[src/rtl/add2.sv]
// Registered ripple-carry adder: {cout, s} <= a + b + cin one cycle after in_valid.
// WIDTH=1 gives a single registered full-adder cell.
module add2 #(
  parameter int unsigned WIDTH = 1
) (
  input  logic             clk,
  input  logic             rst_n,
  input  logic             in_valid,
  input  logic [WIDTH-1:0] a,
  input  logic [WIDTH-1:0] b,
  input  logic             cin,
  output logic [WIDTH-1:0] s,
  output logic             cout,
  output logic             out_valid
);

  logic [WIDTH-1:0] s_comb;
  logic             cout_comb;
  logic             carry;

  logic [WIDTH-1:0] s_d, s_q;
  logic             cout_d, cout_q;
  logic             out_valid_d, out_valid_q;

  // Ripple chain of full-adder cells; carry walks from bit 0 upward.
  always_comb begin
    s_comb = '0;
    carry  = cin;
    for (int unsigned i = 0; i < WIDTH; i++) begin
      s_comb[i] = a[i] ^ b[i] ^ carry;
      carry     = (a[i] & b[i]) | (a[i] & carry) | (b[i] & carry);
    end
    cout_comb = carry;
  end

  // Result registers load only on accepted samples so idle-cycle X never reaches s/cout.
  always_comb begin
    s_d         = s_q;
    cout_d      = cout_q;
    out_valid_d = in_valid;
    if (in_valid) begin
      s_d    = s_comb;
      cout_d = cout_comb;
    end
  end

  always_ff @(posedge clk or negedge rst_n) begin
    if (!rst_n) begin
      s_q         <= '0;
      cout_q      <= 1'b0;
      out_valid_q <= 1'b0;
    end else begin
      s_q         <= s_d;
      cout_q      <= cout_d;
      out_valid_q <= out_valid_d;
    end
  end

  assign s         = s_q;
  assign cout      = cout_q;
  assign out_valid = out_valid_q;

endmodule

[config.mk]
export PLATFORM = sky130hd
export DESIGN_NAME = add2
export DESIGN_NICKNAME = d
export VERILOG_FILES = /design/src/rtl/add2.sv
export SDC_FILE = /design/constraint.sdc
export NUM_CORES = 1
export LEC_CHECK = 0
export ABC_AREA = 1
export BUFFER_PORTS_ARGS = -buffer_cell sky130_fd_sc_hd__buf_2
export CORE_AREA = 2 2 39 41
export CTS_CLUSTER_DIAMETER = 150
export DETAILED_ROUTE_END_ITERATION = 7
export DIE_AREA = 0 0 41 43
export GPL_ROUTABILITY_DRIVEN = 0
export MAX_ROUTING_LAYER = met4
export PLACE_DENSITY = 0.37
export SYNTH_ARGS = -nofsm -noshare
export SYNTH_HDL_FRONTEND = slang
export SYNTH_SLANG_ARGS = --single-unit
export TNS_END_PERCENT = 10
[constraint.sdc]
create_clock -name clk -period 1.2 [get_ports clk]
set_input_delay 0.24 -clock clk [delete_from_list [all_inputs] [get_ports clk]]
set_output_delay 0.24 -clock clk [all_outputs]
set_load 0.005 [all_outputs]
* Yosys cells after proc, flatten, opt, wreduce, memory -nomap -nowiden *
Cells that the tools add are included.

storage, ports and cells
  logic and storage cells = 10
  bits in registers = 3
  input bits = 6
  output and inout port bits = 3

cells by class
  bitwise gates (word level) = 7

operators by type and width
  kind           count
  $and A1 B1 Y1  3
  $or A1 B1 Y1   2
  $xor A1 B1 Y1  2

* Longest topological paths before layout *
Gate-level depths: netlist of run 1.

  word-level depth = 3
  depth in mapped cells = 3
  gate-level depth less buffers = 3

* Least setup slack after synthesis of run 1 *
Ideal clock, no wire load.

  path kind = input -> register
  from = input a
  to = register s_q, in the netlist s
  setup time = 116 ps
  data required time = 1084 ps
  path buffers = 0
  arrival time = 802 ps
  path slack = 282 ps
  stages = 3
  path through = fa_1 > nand2_1 > nand2_1

between the ends
  cells in the longest elaborated chain, start to end = 2

RTL lines
  what                         line  text
  start: declaration           9     input logic [WIDTH-1:0] a,
  $xor A1 B1 Y1 (2 in series)  30    s_comb[i] = a[i] ^ b[i] ^ carry;
  end signal: assignment       49    s_q <= '0;
  end signal: assignment       53    s_q <= s_d;
  end: declaration             21    logic [WIDTH-1:0] s_d, s_q;

No other way between the ends.
A chain may end at the register's enable or synchronous reset.

* Worst setup path in the final report of run 1 *
  from = register cout_q, in the netlist cout
  to = output cout

RTL lines
  what                      line  text
  start: declaration        22    logic cout_d, cout_q;
  start signal: assignment  54    cout_q <= cout_d;
  end: declaration          13    output logic cout,

No word-level cell between the ends.

==> results.sh, run 1 <==
export IMPL_status="finished clean"
export IMPL_p_leak_nw=0.117
export IMPL_worst_path_buf_inv=1
export IMPL_worstPathArrival_ns=0.73
export IMPL_min_from="in_valid"
export IMPL_drtIter0Drc=7
export IMPL_synth_top_family_by_area="simple AND/OR/NAND/NOR gates"
export IMPL_yosysUniqueCellTypes=4
export IMPL_synthSimpleGateAreaFrac_pct=18.6
export IMPL_yosys_area_top_type_share_pct=61.9
export IMPL_max_slew_margin_pct=94.9
export IMPL_rr_worst_depth=2
export IMPL_wire_per_inst_um=7.08
export IMPL_grt_remaining_overflow=0
export IMPL_drive_above_1_share_pct=45.8
export IMPL_cts_htree_levels=1
export IMPL_pin_count=9
export IMPL_synth_seq_cells=3
export IMPL_critPathCaptureType="primary output"
export IMPL_syn_to_final_growth_pct=79.4
export IMPL_vias=116
export IMPL_num_antenna_cells=0
export IMPL_startpoint="cout$_DFFE_PN0P_"
export IMPL_routed_wl_um=283
export IMPL_cp_slowest_cell="dfrtp_1"
export IMPL_critPathKind="flip-flop to primary output"
export IMPL_finalCritPeriodShare_pct=80.6
export IMPL_synth_top_cell_by_area="dfrtp_1"
export IMPL_synth_cells=11
export IMPL_worst_pin_slew_ns=0.0764
export IMPL_die_height_um=43
export IMPL_synth_cell_area_um2=121
export IMPL_cp_num_cells=1
export IMPL_hp_class="input port to flip-flop"
export IMPL_rsz0062_at_grt="false"
export IMPL_max_cap_violations=0
export IMPL_synth_fa_ha_area_share_pct=16.5
export IMPL_fp_dieW_um=41
export IMPL_reg2reg_from="s$_DFFE_PN0P_"
export IMPL_slowest_delay_ns=0.37
export IMPL_clock_skew_ns=0
export IMPL_syn_avg_cell_area_um2=11.0
export IMPL_synth_top_cells_by_area="dfrtp_1, nand2_1, fa_1"
export IMPL_cts_buffer_depth=2
export IMPL_ant_nets=0
export IMPL_cts_buffers=3
export IMPL_stdcell_count=40
export IMPL_grt_pass1_wl_um=476
export IMPL_post_route_min_period_ns=0.968
export IMPL_clock_latency_ns=0.23
export IMPL_grt_usage_pct=4.86
export IMPL_numPortBuffers=8
export IMPL_avgViaCountPerCell=2.90
export IMPL_crit_fanout=2
export IMPL_critPathTopFamily="flip-flops"
export IMPL_grt_max_degree=5
export IMPL_ys_seq_area_share_pct=61.9
export IMPL_nNetsFinal=32
export IMPL_hold_buffers=1
export IMPL_synth_xor_area_share_pct=0
export IMPL_dieArea_um2=1760
export IMPL_setup_viol=0
export IMPL_dp_cells=35
export IMPL_rows=14
export IMPL_core_area_um2=1380
export IMPL_start_kind="flip-flop"
export IMPL_yosys_mux_area_fraction_pct=0
export IMPL_setup_tns_final_ns=0
export IMPL_syn_nets=18
export IMPL_drt_first_pass_iters=3
export IMPL_grt_antenna_before_repair=0
export IMPL_synth_warnings=0
export IMPL_grt_pass1_vias=112
export IMPL_fmax_mhz=1030
export IMPL_hold_viol_final=0
export IMPL_drc=0
export IMPL_post_cts_buffers=0
export IMPL_path_clk_slew_ns=0.04
export IMPL_hold_path_cell_count=1
export IMPL_totalPowerFinal_mw=0.336
export IMPL_p_per_area_nw_per_um2=1540
export IMPL_finalMaxSlewViolations=0
export IMPL_required_ns=0.96
export IMPL_cts_root_buf="clkbuf_4"
export IMPL_worstPathCellList="buf_2"
export IMPL_tritoncts="yes"
export IMPL_cts_resized=0
export IMPL_start_util_pct=8.77
export IMPL_synth_compound_area_share_pct=0
export IMPL_ir_drop_mv=0.291
export IMPL_clock_sinks=3
metal layers:
metal | part of all wire [%] | vias up | wire, um | track usage [%]
li1 | - | 58 | - | -
met1 | 50 | 47 | 141 | 5.56
met2 | 29 | 11 | 83 | 3.75
met3 | 21 | 0 | 59 | 6.28
met4 | 0 | 0 | 0 | 4.00
met5 | 0 | - | 0 | -
per-stage QoR:
stage                     util, %  hold WS [ns]  setup WS, ns  area (um^2)
after floorplan                 -       -0.0556         0.282          121
after global placement       13.1        0.0348         0.166          181
after detailed placement     13.1        0.0381         0.157          181
after CTS                    15.7         0.146         0.219          218
after global routing         15.7         0.153         0.201          218
final                        15.7         0.159         0.232          218
final cells by class:
class / instances / area, um^2
fillers: 158 / 1170
flip-flops and latches: 3 / 75.1
repair buffers: 9 / 50.0
multi-input cells: 7 / 42.5
clock buffers: 4 / 26.3
well taps: 16 / 20.0
inverters: 1 / 3.75
synth_stat cells (all sizes together):
master  count
dfrtp       3
fa          1
inv         1
nand2       6
layout by cell type (no fill, tap or decap):
cell type and instances:
buf_2 8, inv_1 1, dlygate4sd3_1 1, fa_1 1, dfrtp_1 3, nand2_1 6, clkbuf_4 3, clkbuf_1 1
cells by family after synthesis:
family                     after synthesis
and+or+nand+nor                          6
buffers and inverters                    1
adders and majority gates                1
DFF                                      3
path summary, 6_finish.rpt:
| path | slack [ns] | end |
|---|---|---|
| min in group asynchronous | 0.34 | cout$_DFFE_PN0P_ |
| setup / recovery | 0.23 | cout |
| max in group asynchronous | 0.75 | s$_DFFE_PN0P_ |
| hold / removal | 0.16 | out_valid$_DFF_PN0_ |
| hold reg to reg | 0.47 | s$_DFFE_PN0P_ |
| setup reg to reg | 0.61 | s$_DFFE_PN0P_ |
where the power goes:
group	switching, mW	total [mW]	internal, mW	leakage (nW)
clock network	0.0530	0.178	0.125	0.0150
registers	0.00440	0.117	0.112	0.0360
logic	0.0200	0.0414	0.0214	0.0664
state kept, by name, summed over array words and instances (netlist names):
| signal | flops |
|---|---|
| out_valid | 1 |
| cout | 1 |
| s | 1 |
Note: power is estimated with default switching activity, not from simulation.
==> run 2, diff against run 1 <==
--- a/config.mk
+++ b/config.mk
@@ -5,7 +5,7 @@
 export SDC_FILE = /design/constraint.sdc
 export NUM_CORES = 1
 export LEC_CHECK = 0
-export ABC_AREA = 1
+export ABC_AREA = 0
 export BUFFER_PORTS_ARGS = -buffer_cell sky130_fd_sc_hd__buf_2
 export CORE_AREA = 2 2 39 41
 export CTS_CLUSTER_DIAMETER = 150
==> constraint.sdc (replaced) <==
create_clock -name clk -period 0.8 [get_ports clk]
set_input_delay 0.16 -clock clk [delete_from_list [all_inputs] [get_ports clk]]
set_output_delay 0.16 -clock clk [all_outputs]
set_load 0.005 [all_outputs]
==> results.sh, run 2 <==
export IMPL_status="finished with violations"
export IMPL_violations="setup timing"
export IMPL_synth_warnings=0
export IMPL_nNetsFinal=29
export IMPL_swShare_pct=21.3
export IMPL_max_cap_violations=0
export IMPL_finalCritPeriodShare_pct=110
export IMPL_cts_root_buf="clkbuf_4"
export IMPL_slowest_delay_ns=0.36
export IMPL_grt_max_degree=4
export IMPL_synth_cell_area_um2=118
export IMPL_rows=14
export IMPL_drt_first_pass_iters=1
export IMPL_grt_pass1_wl_um=579
export IMPL_clock_sinks=3
export IMPL_hold_viol_final=0
export IMPL_cp_slowest_cell="dfrtp_1"
export IMPL_fp_dieW_um=41
export IMPL_critPathCaptureType="primary output"
export IMPL_yosysUniqueCellTypes=3
export IMPL_syn_avg_cell_area_um2=19.6
export IMPL_core_area_um2=1380
export IMPL_p_leak_nw=0.121
export IMPL_hold_path_cell_count=1
export IMPL_worstPathArrival_ns=0.72
export IMPL_hold_slack_ns=0.0926
export IMPL_dp_slack_ns=-0.331
export IMPL_yosys_area_top_type_share_pct=63.8
export IMPL_cts_buffers=3
export IMPL_drc=0
export IMPL_numPortBuffers=8
export IMPL_ir_drop_mv=0.548
export IMPL_finalMaxSlewViolations=0
export IMPL_reg2reg_from="s$_DFFE_PN0P_"
export IMPL_rsz0062_at_grt="true"
export IMPL_critPathKind="flip-flop to primary output"
export IMPL_rr_worst_depth=2
export IMPL_vias=112
export IMPL_async_flop_share_pct=100
export IMPL_synth_ff_type="dfrtp_1"
export IMPL_synth_edf_count=0
export IMPL_drtIter0Drc=0
export IMPL_grt_pass1_vias=142
export IMPL_synth_compound_area_share_pct=0
export IMPL_totalPowerFinal_mw=0.549
export IMPL_synth_most_common_cell="dfrtp_1"
export IMPL_utilization_pct=17.5
export IMPL_clock_latency_ns=0.23
export IMPL_num_antenna_cells=0
export IMPL_worst_path_buf_inv=1
export IMPL_setup_ws_ns=-0.0793
export IMPL_wire_per_inst_um=8.41
export IMPL_hp_class="input port to flip-flop"
export IMPL_p_int_mw=0.432
export IMPL_syn_nets=13
export IMPL_pwr_share_seq_pct=32.6
export IMPL_power_share_clock_pct=47.8
export IMPL_grt_remaining_overflow=0
export IMPL_cts_htree_levels=1
export IMPL_synth_common_cells="dfrtp_1, mux2_2, fa_1"
export IMPL_worst_pin_slew_ns=0.0832
export IMPL_syn_to_final_growth_pct=106
export IMPL_fillers=156
export IMPL_layout_common_cells="buf_2, clkbuf_4, dfrtp_1"
export IMPL_dieArea_um2=1760
export IMPL_crit_fanout=2
export IMPL_die_height_um=43
export IMPL_fmax_mhz=1140
export IMPL_dp_cells=30
export IMPL_critPathTopFamily="flip-flops"
export IMPL_synth_seq_cells=3
export IMPL_max_slew_margin_pct=94.4
export IMPL_synth_top_family_by_area="multiplexers"
export IMPL_synth_top_cell_by_area="dfrtp_1"
export IMPL_timing_rr_end="s$_DFFE_PN0P_"
export IMPL_ant_nets=0
export IMPL_cts_buffer_depth=2
export IMPL_p_sw_mw=0.117
export IMPL_clock_skew_ns=0
export IMPL_worstPathCellList="buf_2"
export IMPL_synth_top_cells_by_area="dfrtp_1, mux2_2, fa_1"
export IMPL_synth_xor_area_share_pct=0
export IMPL_ys_seq_area_share_pct=63.8
export IMPL_setup_viol=5
export IMPL_path_clk_slew_ns=0.04
export IMPL_ff2ff_setup_slack_ns=-0.06
export IMPL_synth_cells=6
export IMPL_synthSimpleGateAreaFrac_pct=0
export IMPL_avgViaCountPerCell=3.03
export IMPL_tritoncts="yes"
export IMPL_whs_endpoint="out_valid$_DFF_PN0_"
export IMPL_drive_above_1_share_pct=71.4
export IMPL_pin_count=9
export IMPL_grt_antenna_before_repair=0
export IMPL_routed_wl_um=311
export IMPL_start_kind="flip-flop"
export IMPL_grt_usage_pct=6.09
export IMPL_yosys_mux_area_fraction_pct=19.1
export IMPL_synth_fa_ha_area_share_pct=17.0
export IMPL_required_ns=0.64
export IMPL_comb_power_share_pct=19.6
export IMPL_final_common_cell="buf_2"
export IMPL_post_route_min_period_ns=0.879
export IMPL_start_util_pct=8.50
export IMPL_stdcell_count=37
export IMPL_min_from="in_valid"
export IMPL_p_per_area_nw_per_um2=2260
-- run 2: changes by cell type after synthesis, sizes merged --
cell   delta
nand2     -6
inv       -1
mux2      +2
-- run 2: cell type report --
class | count | area [um^2] | share of cell area (%)
repair buffers | 11 | 71.3 | 29.4
well taps | 16 | 20.0 | 8.25
multi-input cells | 3 | 50.0 | 20.6
flip-flops and latches | 3 | 75.1 | 30.9
clock buffers | 4 | 26.3 | 10.8
-- run 2: kinds of logic (layout without fill, tap and decap cells) --
family     after synthesis  count (layout)
flops                    3               3
mux                      2               2
fa+ha+maj                1               1
buf+inv                  0              15
-- run 2: metrics by stage --
stage | cell area, um^2 | setup TNS [ns]
4_1_cts | 239 | -0.370
2_1_floorplan | 118 | -0.313
6_report | 243 | -0.347
5_1_grt | 243 | -0.521
3_5_place_dp | 178 | -0.607
3_3_place_gp | 178 | -0.566
-- run 2: per-layer routing --
layer	GRT usage, %	wire length [um]	vias to the layer above
li1	-	-	50
met1	6.17	144	51
met2	5.94	118	11
met3	7.85	48	0
met4	4.00	0	0
met5	-	0	-
-- run 2: power groups by stage --
stage / clock network (mW) / registers, mW / logic, mW
after detailed placement: 0 / 0.182 / 0.0653
final: 0.263 / 0.179 / 0.108
after floorplan: 0 / 0.184 / 0.0199
after CTS: 0.277 / 0.179 / 0.104
after global routing: 0.299 / 0.182 / 0.121
after global placement: 0 / 0.182 / 0.0615
-- run 2: how the worst max path moves through the flow --
| stage | start | endpoint | slack (ns) | cells past startpoint |
|---|---|---|---|---|
| floorplan | a | s$_DFFE_PN0P_ | -0.19 | 2 |
| global placement | a | s$_DFFE_PN0P_ | -0.31 | 3 |
| detailed placement | a | s$_DFFE_PN0P_ | -0.33 | 3 |
| CTS | s$_DFFE_PN0P_ | s | -0.09 | 1 |
| global route | cout$_DFFE_PN0P_ | cout | -0.12 | 1 |
| finish | s$_DFFE_PN0P_ | s | -0.08 | 1 |
-- run 2: what timing repair did --
item	4_1_cts	5_1_grt
resized for setup	2	1
gates cloned	0	0
pin swaps	1	0
buffers inserted	2	0
hold buffers	1	0
endpoints found under the hold margin	3	0
setup endpoints to repair	5	5
